[src/rtl/bit16_deserializer_pkg.sv]
// ----------------------------------------------------------------------------
// bit16_deserializer_pkg
// Shared constants and helpers for the 16-bit serial-to-parallel deserializer.
//   WORD_W   : width of an assembled word
//   CNT_W    : width of the bit counter (indexes 0..WORD_W-1)
//   CNT_LAST : counter value of the final bit of a word
//   bit_pos(): shift-register slot for the bit at counter value cnt
// ----------------------------------------------------------------------------
package bit16_deserializer_pkg;

    localparam int WORD_W = 16;
    localparam int CNT_W  = 4;

    localparam logic [CNT_W-1:0] CNT_LAST = CNT_W'(WORD_W - 1);

    // LSB-first words fill slot cnt; MSB-first words fill slot (WORD_W-1)-cnt.
    function automatic logic [CNT_W-1:0] bit_pos(input logic             lsb_first,
                                                 input logic [CNT_W-1:0] cnt);
        return lsb_first ? cnt : (CNT_LAST - cnt);
    endfunction

endpackage

[src/rtl/bit16_deserializer_or16way.sv]
// ----------------------------------------------------------------------------
// Or16Way
// Full-width OR reduction; reports whether any bit of the input word is set.
// Ports:
//   in  : WORD_W-bit word to reduce
//   out : 1 when any bit of in is 1
// ----------------------------------------------------------------------------
module Or16Way
    import bit16_deserializer_pkg::*;
(
    input  logic [WORD_W-1:0] in,
    output logic              out
);

    assign out = |in;

endmodule

[src/rtl/bit16_deserializer.sv]
// ----------------------------------------------------------------------------
// bit16_deserializer
// Collects serial bits into WORD_W-bit words. Bits are accepted with a
// valid/ready handshake; a finished word is parked in a holding register and
// offered with a valid/ready handshake. A new word can be assembled while
// the previous one waits; only the final bit of the next word is stalled.
// Ports:
//   clk         : clock, rising-edge active
//   rst_n       : asynchronous active-low reset
//   flush       : discard the partially assembled word
//   in_bit      : serial data bit
//   in_valid    : in_bit is valid
//   in_ready    : block can accept in_bit this cycle
//   out_data    : assembled word (holding register)
//   out_valid   : out_data holds an unconsumed word
//   out_ready   : consumer takes out_data this cycle
//   out_nonzero : OR of all bits of out_data
// Parameter:
//   LSB_FIRST   : 1 = first bit lands in out_data[0], 0 = in out_data[15]
// ----------------------------------------------------------------------------
module bit16_deserializer
    import bit16_deserializer_pkg::*;
#(
    parameter bit LSB_FIRST = 1'b1
) (
    input  logic              clk,
    input  logic              rst_n,
    input  logic              flush,
    input  logic              in_bit,
    input  logic              in_valid,
    output logic              in_ready,
    output logic [WORD_W-1:0] out_data,
    output logic              out_valid,
    input  logic              out_ready,
    output logic              out_nonzero
);

    logic [CNT_W-1:0]  cnt_reg,   cnt_next;
    logic [WORD_W-1:0] shift_reg, shift_next;
    logic [WORD_W-1:0] hold_reg,  hold_next;
    logic              full_reg,  full_next;

    logic              bit_xfer;
    logic              word_xfer;
    logic [CNT_W-1:0]  slot;
    logic [WORD_W-1:0] merged;

    // The last bit of a word can only be taken if the holding register is
    // free or being emptied on the same edge; earlier bits are never stalled.
    assign in_ready  = !((cnt_reg == CNT_LAST) && full_reg && !out_ready);
    assign bit_xfer  = in_valid && in_ready;
    assign word_xfer = full_reg && out_ready;

    assign slot = bit_pos(LSB_FIRST, cnt_reg);

    // Shift register with the incoming bit dropped into its slot. On the
    // completing edge this is the finished word that goes to the holding reg.
    generate
        for (genvar gi = 0; gi < WORD_W; gi++) begin : g_merge
            assign merged[gi] = (slot == CNT_W'(gi)) ? in_bit : shift_reg[gi];
        end
    endgenerate

    always_comb begin
        cnt_next   = cnt_reg;
        shift_next = shift_reg;
        hold_next  = hold_reg;
        full_next  = full_reg;

        if (word_xfer) begin
            full_next = 1'b0;
        end

        // flush wins over a bit transfer; holding register is untouched.
        if (flush) begin
            cnt_next   = '0;
            shift_next = '0;
        end else if (bit_xfer) begin
            if (cnt_reg == CNT_LAST) begin
                // Completion overrides a same-edge consume: no bubble.
                cnt_next   = '0;
                shift_next = '0;
                hold_next  = merged;
                full_next  = 1'b1;
            end else begin
                cnt_next   = cnt_reg + CNT_W'(1);
                shift_next = merged;
            end
        end
    end

    always_ff @(posedge clk or negedge rst_n) begin
        if (!rst_n) begin
            cnt_reg   <= '0;
            shift_reg <= '0;
            hold_reg  <= '0;
            full_reg  <= 1'b0;
        end else begin
            cnt_reg   <= cnt_next;
            shift_reg <= shift_next;
            hold_reg  <= hold_next;
            full_reg  <= full_next;
        end
    end

    assign out_data  = hold_reg;
    assign out_valid = full_reg;

    Or16Way u_or16way (
        .in  (hold_reg),
        .out (out_nonzero)
    );

endmodule

[config.mk]
export PLATFORM = sky130hd
export DESIGN_NAME = bit16_deserializer
export DESIGN_NICKNAME = d
export VERILOG_FILES = /design/src/rtl/bit16_deserializer_pkg.sv /design/src/rtl/bit16_deserializer_or16way.sv /design/src/rtl/bit16_deserializer.sv
export SDC_FILE = /design/constraint.sdc
export NUM_CORES = 1
export LEC_CHECK = 0
export ABC_AREA = 1
export ABC_CLOCK_PERIOD_IN_PS = 1950
export CORE_ASPECT_RATIO = 0.7
export CORE_MARGIN = 2
export CORE_UTILIZATION = 56
export DETAILED_ROUTE_END_ITERATION = 8
export PLACE_DENSITY = 0.9
export SYNTH_ARGS = -nofsm -noshare
export SYNTH_HDL_FRONTEND = slang
export SYNTH_SLANG_ARGS = --single-unit
[constraint.sdc]
create_clock -name clk -period 1.95 [get_ports clk]
set_input_delay 0.39 -clock clk [delete_from_list [all_inputs] [get_ports clk]]
set_output_delay 0.39 -clock clk [all_outputs]
set_load 0.01 [all_outputs]
# == Word-level counts from Yosys, hierarchy flattened ==
# Index checks and enable logic that the tools add are counted.
# word_totals
out_inout_bits,19
ff_bits,37
inputBits,6
# op_classes
n_bitwise,1
mux,26
n_reduce_logical,10
eq_ne,15
add_sub_neg,1
# ops
cell,count
16-bit 2-to-1 mux,3
4-bit equality test (second input constant),8
1-bit 2-to-1 mux,20
4-bit by 3-bit equality test with 1-bit output (second input constant),4
16-bit OR reduction,1
4-bit 2-to-1 mux,3
4-bit by 2-bit equality test with 1-bit output (second input constant),2
4-bit by 1-bit adder with 4-bit output (second input constant),1
4-bit by 1-bit equality test with 1-bit output (second input constant),1
1-bit logical AND,4
4-bit zero test,1
3-bit AND reduction,1
1-bit zero test,2
2-bit nonzero test,1
1-bit inverter,1

# == Logic depth before layout (Yosys ltp) ==
# Gate-level depths: netlist of run 1.
# logic_depth
ltp_word,7
depth_mapped,10
depth_no_buf,8

# == Modules after synthesis ==
# Synthesis of run 1 repeated with hierarchy kept, for this count alone.
# unflattened
cells_unflattened,320
area_unflattened_um2,2193.4
# modules_own_cells
mod,cells_each,area_each_um2,seq_area_each_um2,instances
bit16_deserializer,305,2137.0,925.9,1
Or16Way,15,56.3,0.0,1

# == Least setup slack after synthesis of run 1 ==
# Ideal clock, no wire load.
# synth_timing
path_type,reg2reg
start,register cnt_reg[1]
end,"register hold_reg[5], in the netlist out_data[5]"
path_stages_with_launch,9
required_ps,1832
arrival_time_ps,1438
period_less_slack_ps,1556
setup_time_ps,118
setup_slack_ps,394
path_cell_list,dfrtp_1 > ha_1 > buf_4 > nand3_2 > nor3_4 > nand2_4 > buf_6 > nand2_1 > nand2_1
# synth_via
elab_chain_cells,6
elab_cells_between_ends,8
# synth_lines
element,line,rtl
from (decl),bit16_deserializer.sv:38,"logic [CNT_W-1:0] cnt_reg, cnt_next;"
from (signal assigned),bit16_deserializer.sv:99,cnt_reg <= cnt_next;
4-bit equality test,"bit16_deserializer.sv:50, bit16_deserializer.sv:79",
1-bit logical AND (2 in a row),bit16_deserializer.sv:50,assign in_ready = !((cnt_reg == CNT_LAST) && full_reg && !out_ready);
1-bit zero test,bit16_deserializer.sv:50,
1-bit logical AND,bit16_deserializer.sv:51,assign bit_xfer = in_valid && in_ready;
3-bit AND reduction (no line),n/a,
to (signal assigned),bit16_deserializer.sv:101,hold_reg <= hold_next;
to (decl),bit16_deserializer.sv:40,"logic [WORD_W-1:0] hold_reg, hold_next;"
# Several ways; a longest one is shown, not always the timed one.
# A chain may end at the register's enable or synchronous reset.

# == Worst setup path after layout of run 1 ==
# layout_timing
start,register cnt_reg[0]
end,output port in_ready
# layout_via
elab_chain_cells,4
# layout_lines
element,line,rtl
4-bit equality test,bit16_deserializer.sv:50,
1-bit logical AND (2 in a row),bit16_deserializer.sv:50,
1-bit zero test,bit16_deserializer.sv:50,
to (decl),bit16_deserializer.sv:31,"output logic in_ready,"
# No other way between the ends.

==> impl_metrics.env, run 1 <==
export IMPL_max_cap_violations=0
export IMPL_cp_num_buf_inv=2
export IMPL_p_comb_share_pct=10.8
export IMPL_final_cells=400
export IMPL_final_cell_mix="nand2_1 (115), nand3_1 (52), dfrtp_1 (37)"
export IMPL_dr_first_iter_drc_count=190
export IMPL_syn_area_um2=2220
export IMPL_synth_top_area_share_pct=41.8
export IMPL_nNetsFinal=357
export IMPL_wl_met1_um=2370
export IMPL_drcViolationCount=0
export IMPL_final_common_cell="nand2_1"
export IMPL_syn_inst=318
export IMPL_outcome="completed"
export IMPL_rsz0062_at_grt="no"
export IMPL_end_kind="output port"
export IMPL_die_y_um=56.6
export IMPL_path_cells="ha_1 -> inv_1 -> nor2_1 -> nand2_1 -> dlygate4sd2_1"
export IMPL_fillerInstances=318
export IMPL_io_pins=25
export IMPL_fin_tns_setup_ns=0
export IMPL_clk_pin_slew_worst_paths_ns=0.08
export IMPL_start_util_pct=57.6
export IMPL_synthToLayoutAreaGrowth_pct=20.9
export IMPL_post_drt_wl_per_cell_um=13.1
export IMPL_fin_worst_hold_slack_ns=0.510
export IMPL_core_um2=3850
export IMPL_crit_path_start_kind="flop"
export IMPL_hold_buffers=0
export IMPL_path_max_fanout=2
export IMPL_die_area_um2=4490
export IMPL_fin_crit_sh_pct=93.2
export IMPL_first_pass_iters=5
export IMPL_drive_above_1_share_pct=9.20
export IMPL_clock_sinks=37
export IMPL_port_buffers=24
export IMPL_synth_avg_cell_area_um2=6.97
export IMPL_placementRows=19
export IMPL_ys_warnings_count=0
export IMPL_power_leakage_nw=1.41
export IMPL_cts_tree="yes"
export IMPL_power_density_nw_per_um2=668
export IMPL_ys_ff_latch=37
export IMPL_htreeDepth=2
export IMPL_ys_seq_area_share_pct=41.8
export IMPL_vias=2168
export IMPL_fin_skew_ns=0.00899
export IMPL_ctsLongestPathBuffers=2
export IMPL_holdCritPathClass="reg -> reg"
export IMPL_numCtsBuffers=5
export IMPL_wl_met3_um=456
export IMPL_ir_drop_uv=455
export IMPL_antenna_found_initial=0
export IMPL_synth_area_leaders="dfrtp_1 (42%), nand2_1 (19%), nand3_1 (12%)"
export IMPL_gp_routability_congestion=0.840
export IMPL_grt_use_total_pct=25.0
export IMPL_ant_nets=0
export IMPL_arrival_ns=1.43
export IMPL_p_seq_share_pct=44.6
export IMPL_cts_root_buf="clkbuf_8"
export IMPL_clk_latency_ns=0.30
export IMPL_slew_headroom_pct=68.9
export IMPL_grt_max_degree=38
export IMPL_yosysTopAreaCell="dfrtp_1"
export IMPL_switchingPower_uw=420
export IMPL_slew_viol_final=0
export IMPL_hold_viol=0
export IMPL_grt_pass1_vias=1829
export IMPL_hpwl_um=3600
export IMPL_dp_cells=391
export IMPL_synth_fp_nets=328
export IMPL_p_int_mw=1.37
export IMPL_slowest_delay_ns=0.37
export IMPL_diodes=0
export IMPL_period_needed_ns=1.82
export IMPL_swShare_pct=23.5
export IMPL_max_freq_mhz=550
export IMPL_grt_ovfl_total=0
export IMPL_critPathRequiredTime_ns=1.56
export IMPL_tightest_slew_ns=0.466
export IMPL_routed_wirelength_um=5230
export IMPL_top_layer="met4"
export IMPL_slowest_stage="dfrtp_1"
export IMPL_setup_viol=0
export IMPL_p_clk_share_pct=44.6
export IMPL_vias_per_cell=5.42
export IMPL_netlist_cell_type_count=22
export IMPL_die_width_um=79.2
export IMPL_grt_pass1_wl_um=8630
export IMPL_dr_wl_met2_um=2350
export IMPL_critPathKind="reg -> out"
export IMPL_critPathTopFamily="flip-flops"
==> worst register-to-register path: cells and delay by family, from the launching register on <==
kind                     cells  cell delay (ns)
AO/OA/AOI/OAI                1             0.23
adder cells (fa/ha/maj)      1             0.37
buffers and inverters        2             0.28
flip-flops                   1             0.40
AND/OR/NAND/NOR              3             0.41
==> final cells by class <==
| cell class | instances | area [um2] | share of cell area, % |
|---|---|---|---|
| clock buffer | 5 | 68.8 | 2.57 |
| clock inverter | 3 | 68.8 | 2.57 |
| inverter | 33 | 124 | 4.62 |
| multi-input combinational | 229 | 1060 | 39.7 |
| sequential | 37 | 926 | 34.5 |
| tap | 52 | 65.1 | 2.43 |
| timing repair buffer | 41 | 365 | 13.6 |
==> stage by stage <==
stage	utilization, %	instance area [um2]	setup slack (ns)	total power [mW]
3_5_place_dp	65.8	2530	0.0428	1.00
5_1_grt	69.6	2680	0.0709	1.86
6_report	69.6	2680	0.132	1.79
4_1_cts	69.6	2680	0.136	1.80
2_1_floorplan	-	2220	0.394	0.918
3_3_place_gp	65.8	2530	0.0405	0.996
==> power by group through the flow <==
stage | sequential [mW] | clock [mW] | combinational, mW
detailed placement | 0.813 | 0 | 0.188
global route | 0.799 | 0.849 | 0.214
global placement | 0.812 | 0 | 0.184
finish | 0.798 | 0.799 | 0.194
CTS | 0.797 | 0.816 | 0.192
floorplan | 0.816 | 0 | 0.102
==> cell families (layout without fill, tap and decap cells) <==
| kind of cell | after synthesis | after routing | share of synthesized area (%) |
|---|---|---|---|
| AND/OR/NAND/NOR | 213 | 213 | 42.5 |
| buffers and inverters | 52 | 82 | 10.6 |
| flip-flops | 37 | 37 | 41.8 |
| AO/OA/AOI/OAI | 11 | 11 | 2.54 |
| adder cells (fa/ha/maj) | 4 | 4 | 2.26 |
| XOR/XNOR | 1 | 1 | 0.395 |
==> path summary, 6_finish.rpt <==
path,start,endpoint,slack (ns),cells past startpoint
worst min-delay path,out_data[13]$_DFFE_PN0P_,out_data[13]$_DFFE_PN0P_,0.51,2
max in group asynchronous,rst_n,out_data[7]$_DFFE_PN0P_,1.10,2
worst max register to register,cnt_reg[0]$_DFFE_PN0P_,out_data[8]$_DFFE_PN0P_,0.21,7
worst max-delay path,cnt_reg[0]$_DFFE_PN0P_,in_ready,0.13,5
min in group asynchronous,rst_n,out_data[6]$_DFFE_PN0P_,0.52,2
worst min register to register,out_data[13]$_DFFE_PN0P_,out_data[13]$_DFFE_PN0P_,0.51,2
==> timing repair <==
item / CTS / global route
resized for setup: 3 / 0
setup endpoints to repair: 2 / 0
setup buffers: 1 / 0
==> per-layer routing <==
metal | vias up | track usage [%]
li1 | 1073 | -
met3 | 7 | 4.82
met1 | 979 | 37.7
met5 | - | 0
met4 | 0 | 6.40
met2 | 109 | 37.0
==> synth_stat cells (all sizes together) <==
| cell type | count |
|---|---|
| a31oi | 1 |
| nand3 | 53 |
| dfrtp | 37 |
| nor2 | 23 |
| clkbuf | 9 |
| xor2 | 1 |
| buf | 10 |
| nor3 | 1 |
| nand4 | 14 |
| clkinv | 2 |
| o21ai | 10 |
| inv | 31 |
| nor4 | 2 |
| nand3b | 1 |
| or2 | 1 |
| ha | 4 |
| nand2 | 118 |
(Power assumes the default switching activity.)
==> run 2, diff against run 1 <==
- CTS_CLUSTER_SIZE: unset -> 28
==> results of run 2 <==
The final DEF is identical to that of run 1; final timing and power are the same.
